[src/rtl/sync_fifo_ctrl.sv]
// Single-clock FIFO controller with occupancy count, almost-full/empty flags and synchronous flush.
// Optional sticky overflow/underflow ports are enabled by defining SYNC_FIFO_ERR_FLAGS_EN.
module sync_fifo_ctrl #(
   parameter int WIDTH         = 32,
   parameter int DEPTH         = 16,
   parameter int AFULL_THRESH  = DEPTH - 2,
   parameter int AEMPTY_THRESH = 2,
   localparam int PTR_WIDTH    = $clog2(DEPTH)
) (
   input  logic               clk,
   input  logic               reset,
   input  logic               flush,
   input  logic               wr_en,
   input  logic [WIDTH-1:0]   wr_data,
   input  logic               rd_en,
   output logic [WIDTH-1:0]   rd_data,
   output logic               rd_valid,
   output logic               full,
   output logic               empty,
   output logic               almost_full,
   output logic               almost_empty,
   output logic [PTR_WIDTH:0] count
`ifdef SYNC_FIFO_ERR_FLAGS_EN
   ,
   output logic               overflow,
   output logic               underflow
`endif
);

   localparam logic [PTR_WIDTH:0] PTR_ONE = 1;

   logic [WIDTH-1:0]   mem [DEPTH];
   logic [PTR_WIDTH:0] wr_ptr_q, wr_ptr_d;
   logic [PTR_WIDTH:0] rd_ptr_q, rd_ptr_d;
   logic [PTR_WIDTH:0] count_q, count_d;
   logic [WIDTH-1:0]   rd_data_q, rd_data_d;
   logic               rd_valid_q, rd_valid_d;
   logic               wr_acc, rd_acc;

   // Flags come from the registered pointers/count only, never from the request inputs.
   assign full  = (wr_ptr_q[PTR_WIDTH] != rd_ptr_q[PTR_WIDTH]) &&
                  (wr_ptr_q[PTR_WIDTH-1:0] == rd_ptr_q[PTR_WIDTH-1:0]);
   assign empty = (wr_ptr_q == rd_ptr_q);
   assign almost_full  = (count_q >= AFULL_THRESH[PTR_WIDTH:0]);
   assign almost_empty = (count_q <= AEMPTY_THRESH[PTR_WIDTH:0]);
   assign count    = count_q;
   assign rd_data  = rd_data_q;
   assign rd_valid = rd_valid_q;

   assign wr_acc = wr_en & ~full & ~flush;
   assign rd_acc = rd_en & ~empty & ~flush;

   always_comb begin
      wr_ptr_d   = wr_ptr_q;
      rd_ptr_d   = rd_ptr_q;
      count_d    = count_q;
      rd_data_d  = rd_data_q;
      rd_valid_d = 1'b0;
      if (flush) begin
         wr_ptr_d = '0;
         rd_ptr_d = '0;
         count_d  = '0;
      end else begin
         if (wr_acc) wr_ptr_d = wr_ptr_q + PTR_ONE;
         if (rd_acc) begin
            rd_ptr_d   = rd_ptr_q + PTR_ONE;
            rd_data_d  = mem[rd_ptr_q[PTR_WIDTH-1:0]];
            rd_valid_d = 1'b1;
         end
         if (wr_acc && !rd_acc)      count_d = count_q + PTR_ONE;
         else if (rd_acc && !wr_acc) count_d = count_q - PTR_ONE;
      end
   end

   always_ff @(posedge clk or posedge reset) begin
      if (reset) begin
         wr_ptr_q   <= '0;
         rd_ptr_q   <= '0;
         count_q    <= '0;
         rd_data_q  <= '0;
         rd_valid_q <= 1'b0;
      end else begin
         wr_ptr_q   <= wr_ptr_d;
         rd_ptr_q   <= rd_ptr_d;
         count_q    <= count_d;
         rd_data_q  <= rd_data_d;
         rd_valid_q <= rd_valid_d;
      end
   end

   // Storage has no reset so it can map onto block RAM.
   always_ff @(posedge clk) begin
      if (wr_acc) mem[wr_ptr_q[PTR_WIDTH-1:0]] <= wr_data;
   end

`ifdef SYNC_FIFO_ERR_FLAGS_EN
   logic overflow_q, overflow_d;
   logic underflow_q, underflow_d;

   always_comb begin
      overflow_d  = overflow_q | (wr_en & full);
      underflow_d = underflow_q | (rd_en & empty);
      if (flush) begin
         overflow_d  = 1'b0;
         underflow_d = 1'b0;
      end
   end

   always_ff @(posedge clk or posedge reset) begin
      if (reset) begin
         overflow_q  <= 1'b0;
         underflow_q <= 1'b0;
      end else begin
         overflow_q  <= overflow_d;
         underflow_q <= underflow_d;
      end
   end

   assign overflow  = overflow_q;
   assign underflow = underflow_q;
`endif

endmodule
[config.mk]
export PLATFORM = sky130hd
export DESIGN_NAME = sync_fifo_ctrl
export DESIGN_NICKNAME = d
export VERILOG_FILES = /design/src/rtl/sync_fifo_ctrl.sv
export SDC_FILE = /design/constraint.sdc
export NUM_CORES = 1
export LEC_CHECK = 0
export CORE_AREA = 2 2 189 191
export DETAILED_ROUTE_END_ITERATION = 10
export DIE_AREA = 0 0 191 193
export DONT_BUFFER_PORTS = 1
export HOLD_SLACK_MARGIN = 0.03
export PLACE_DENSITY = 0.81
export SYNTH_ARGS = -nofsm -noshare
export SYNTH_HDL_FRONTEND = slang
export SYNTH_SLANG_ARGS = --single-unit
[constraint.sdc]
create_clock -name clk -period 4.74 [get_ports clk]
set_input_delay 0.711 -clock clk [delete_from_list [all_inputs] [get_ports clk]]
set_output_delay 0.711 -clock clk [all_outputs]
set_load 0.02 [all_outputs]
==> impl_metrics.yaml <==
worst_setup_path:
  critPathMaxFanout: 32
  crit_type: "reg -> reg"
  critPathRequiredTime_ns: 4.93
  worstPathArrival_ns: 3.43
  startpoint_type: "flop"
  worstReg2RegStart: "wr_ptr_q[3]"
  crit_chain: "xnor2_1, and4_1, a21oi_1, nand2_1, nor2_4"
  cp-startpoint: "wr_ptr_q[3]"
  endpoint_kind: "flop"
  cp_slowest_cell: "nor2_4"
  critPathMaxStageDelay_ns: 1.03
clock_tree:
  cts_tree: "yes"
  path_clk_slew_ns: 0.07
  clock_tree.root_cell: "clkbuf_16"
  cts_max_path_buffers: 3
  ctsResizeCount: 0
  numCtsBuffers: 54
  cts.sinks: 560
  post-cts-setup-buffers: 0
  htreeDepth: 2
  clock_latency_ns: 0.59
  holdBufCountCts: 0
route:
  via_count: 9890
  wl_per_cell_um: 32.73
  routed_wl_um: 47680
  wl_met3_um: 4631
  ant_nets: 0
  wl_met2_um: 24120
  drt-initial-drc-count: 1299
  viasPerCell: 6.788
  drc: 0
  wl_met1_um: 17740
  first_pass_iters: 5
  top_layer_used: "met4"
power_and_ir_drop:
  leakage_nw: 7.549
  power.density_nw_per_um2: 489.0
  peakVddDrop_mv: 0.2763
floorplan:
  start_util: 0.6181
  pin_count: 79
  core_area_um2: 34960
  rows: 69
  die_area_um2: 36860
  dieHeight_um: 193
  die_w_um: 191
synthesis:
  avgSynthCellArea_um2: 23.62
  ys_async_sr_fraction: 0.08571
  synth_top_area_frac: 0.7114
  synth.largest_area_cell: "edfxtp_1"
  synth.area.top_cells: "edfxtp_1, mux4_2, dfrtp_1, mux2_2, buf_6"
  syn_nets: 962
  synth_most_common_cell: "edfxtp_1"
  synth_common_cells: "edfxtp_1, mux4_2, dfrtp_1"
  ys_seq_area_frac: 0.7669
  ys_ff_latch: 560
  synth_edf_count: 512
  synth_warnings: 0
  syn_area_um2: 21610
  synthFlopType: "edfxtp_1"
  yosys.cell_types.count: 42
  syn-instance-count: 915
place:
  io_buffers: 0
  place_congestion: 0.7994
  hpwl_um: 23840
  dp_cells: 1356
timing:
  slew_headroom: 0.1709
  finClkSkew_ns: 0.02082
  finalSetupTns_ns: 0
  post-route-min-period_ns: 3.244
  drv_slew: 0
  tightest_slew_ns: 1.241
  setup_violations: 0
  post-route-period-util: 0.6845
  hold_slack_ns: 0.05162
  finalHoldViolations: 0
  max_freq_mhz: 308.2
  rsz0062_at_grt: "no"
hold_path:
  min_path_type: "in -> async"
grt:
  grt.total_usage: 0.2702
  antenna_found_initial: 0
  grt_overflow_total: 0
  grt_pass1_wl_um: 70640
  grt_pass1_vias: 10388
  grt_max_degree: 132
layout:
  area_growth_pct: 11.50
  antenna_cells: 0
  drive_above_1_share: 0.3263
  multi_input_area_um2: 4845
  final_nets: 998
  fill_cells: 1976
  ff_latch_area_um2: 16590
  stdcell_count: 1457
  final_util: 0.6892
job:
  cap_violations: 0
run_status:
  outcome: "completed"
## layout make-up
cell class / instances / share of cell area
multi-input combinational: 302 / 0.2010
timing repair buffer: 26 / 0.009034
clock buffer: 73 / 0.06459
clock inverter: 28 / 0.01205
sequential: 560 / 0.6883
tap: 461 / 0.02394
inverter: 7 / 0.001090
## layer usage
layer	global-route usage	vias up
met5	0	-
met4	0.07722	0
met3	0.06462	94
met2	0.4359	627
met1	0.3779	5229
li1	-	3940
## cells by family (layout without fill, tap and decap cells)
| logic type | Yosys count | after routing | share of synthesized area |
|---|---|---|---|
| xor+xnor | 17 | 17 | 0.006889 |
| compound gates | 25 | 25 | 0.008163 |
| buf+inv | 53 | 134 | 0.01401 |
| mux | 197 | 197 | 0.1859 |
| simple gates | 53 | 53 | 0.01198 |
| flops | 560 | 560 | 0.7669 |
| fa+ha+maj | 10 | 10 | 0.006137 |
## state kept, by name, summed over array words and instances, names as in the netlist
register	count
wr_ptr_q	5
count	5
mem	512
rd_ptr_q	5
rd_data	32
rd_valid	1
## through the flow
step | total power [mW] | area [µm²] | worst slack (ns)
after floorplan | 7.144 | 21610 | 0.6875
after global placement | 7.368 | 22250 | 1.662
after detailed placement | 7.406 | 22250 | 1.637
after CTS | 11.85 | 24100 | 1.530
after global routing | 12.12 | 24100 | 1.302
final | 11.79 | 24100 | 1.496
## power by group
part / switching [mW] / leakage, nW / internal [mW]
Combinational: 0.620 / 1.44 / 0.735
Clock: 1.84 / 0.913 / 2.63
Sequential: 0.370 / 5.20 / 5.59
## cells in the final DEF, fill, tap and decap left out, drive strengths merged, types with 2 or more instances in the layout
cell type  netlist  routed
nor3             5       5
nor2            26      26
xnor2            9       9
ha               9       9
and3             2       2
edfxtp         512     512
dfrtp           48      48
buf             25      25
mux2            35      35
inv              7       9
a21oi            4       4
nand3            2       2
a21o             2       2
o21ai            5       5
clkbuf          21      74
o211ai           4       4
a41oi            2       2
mux4           160     160
nand2b           4       4
xor2             8       8
nand2            8       8
bufinv           0       6
clkinv           0      19
mux2i            2       2
## final timing paths
path / end / slack [ns] / cells past startpoint
min in group clk: rd_ptr_q[4] / 0.19 / 1
setup / recovery: mem[14][22] / 1.50 / 5
setup reg to reg: mem[14][22] / 1.50 / 5
hold reg to reg: rd_ptr_q[4] / 0.61 / 2
hold / removal: rd_data[8] / 0.05 / 1
max in group asynchronous: rd_ptr_q[1] / 3.71 / 2
## critical path, delay by kind of cell, from the launching register on
kind | cells | cell delay, ns
XOR/XNOR | 1 | 0.22
AO/OA/AOI/OAI | 1 | 0.36
flip-flops | 1 | 0.61
AND/OR/NAND/NOR | 3 | 1.66
Power figures use the tool's default switching activity.
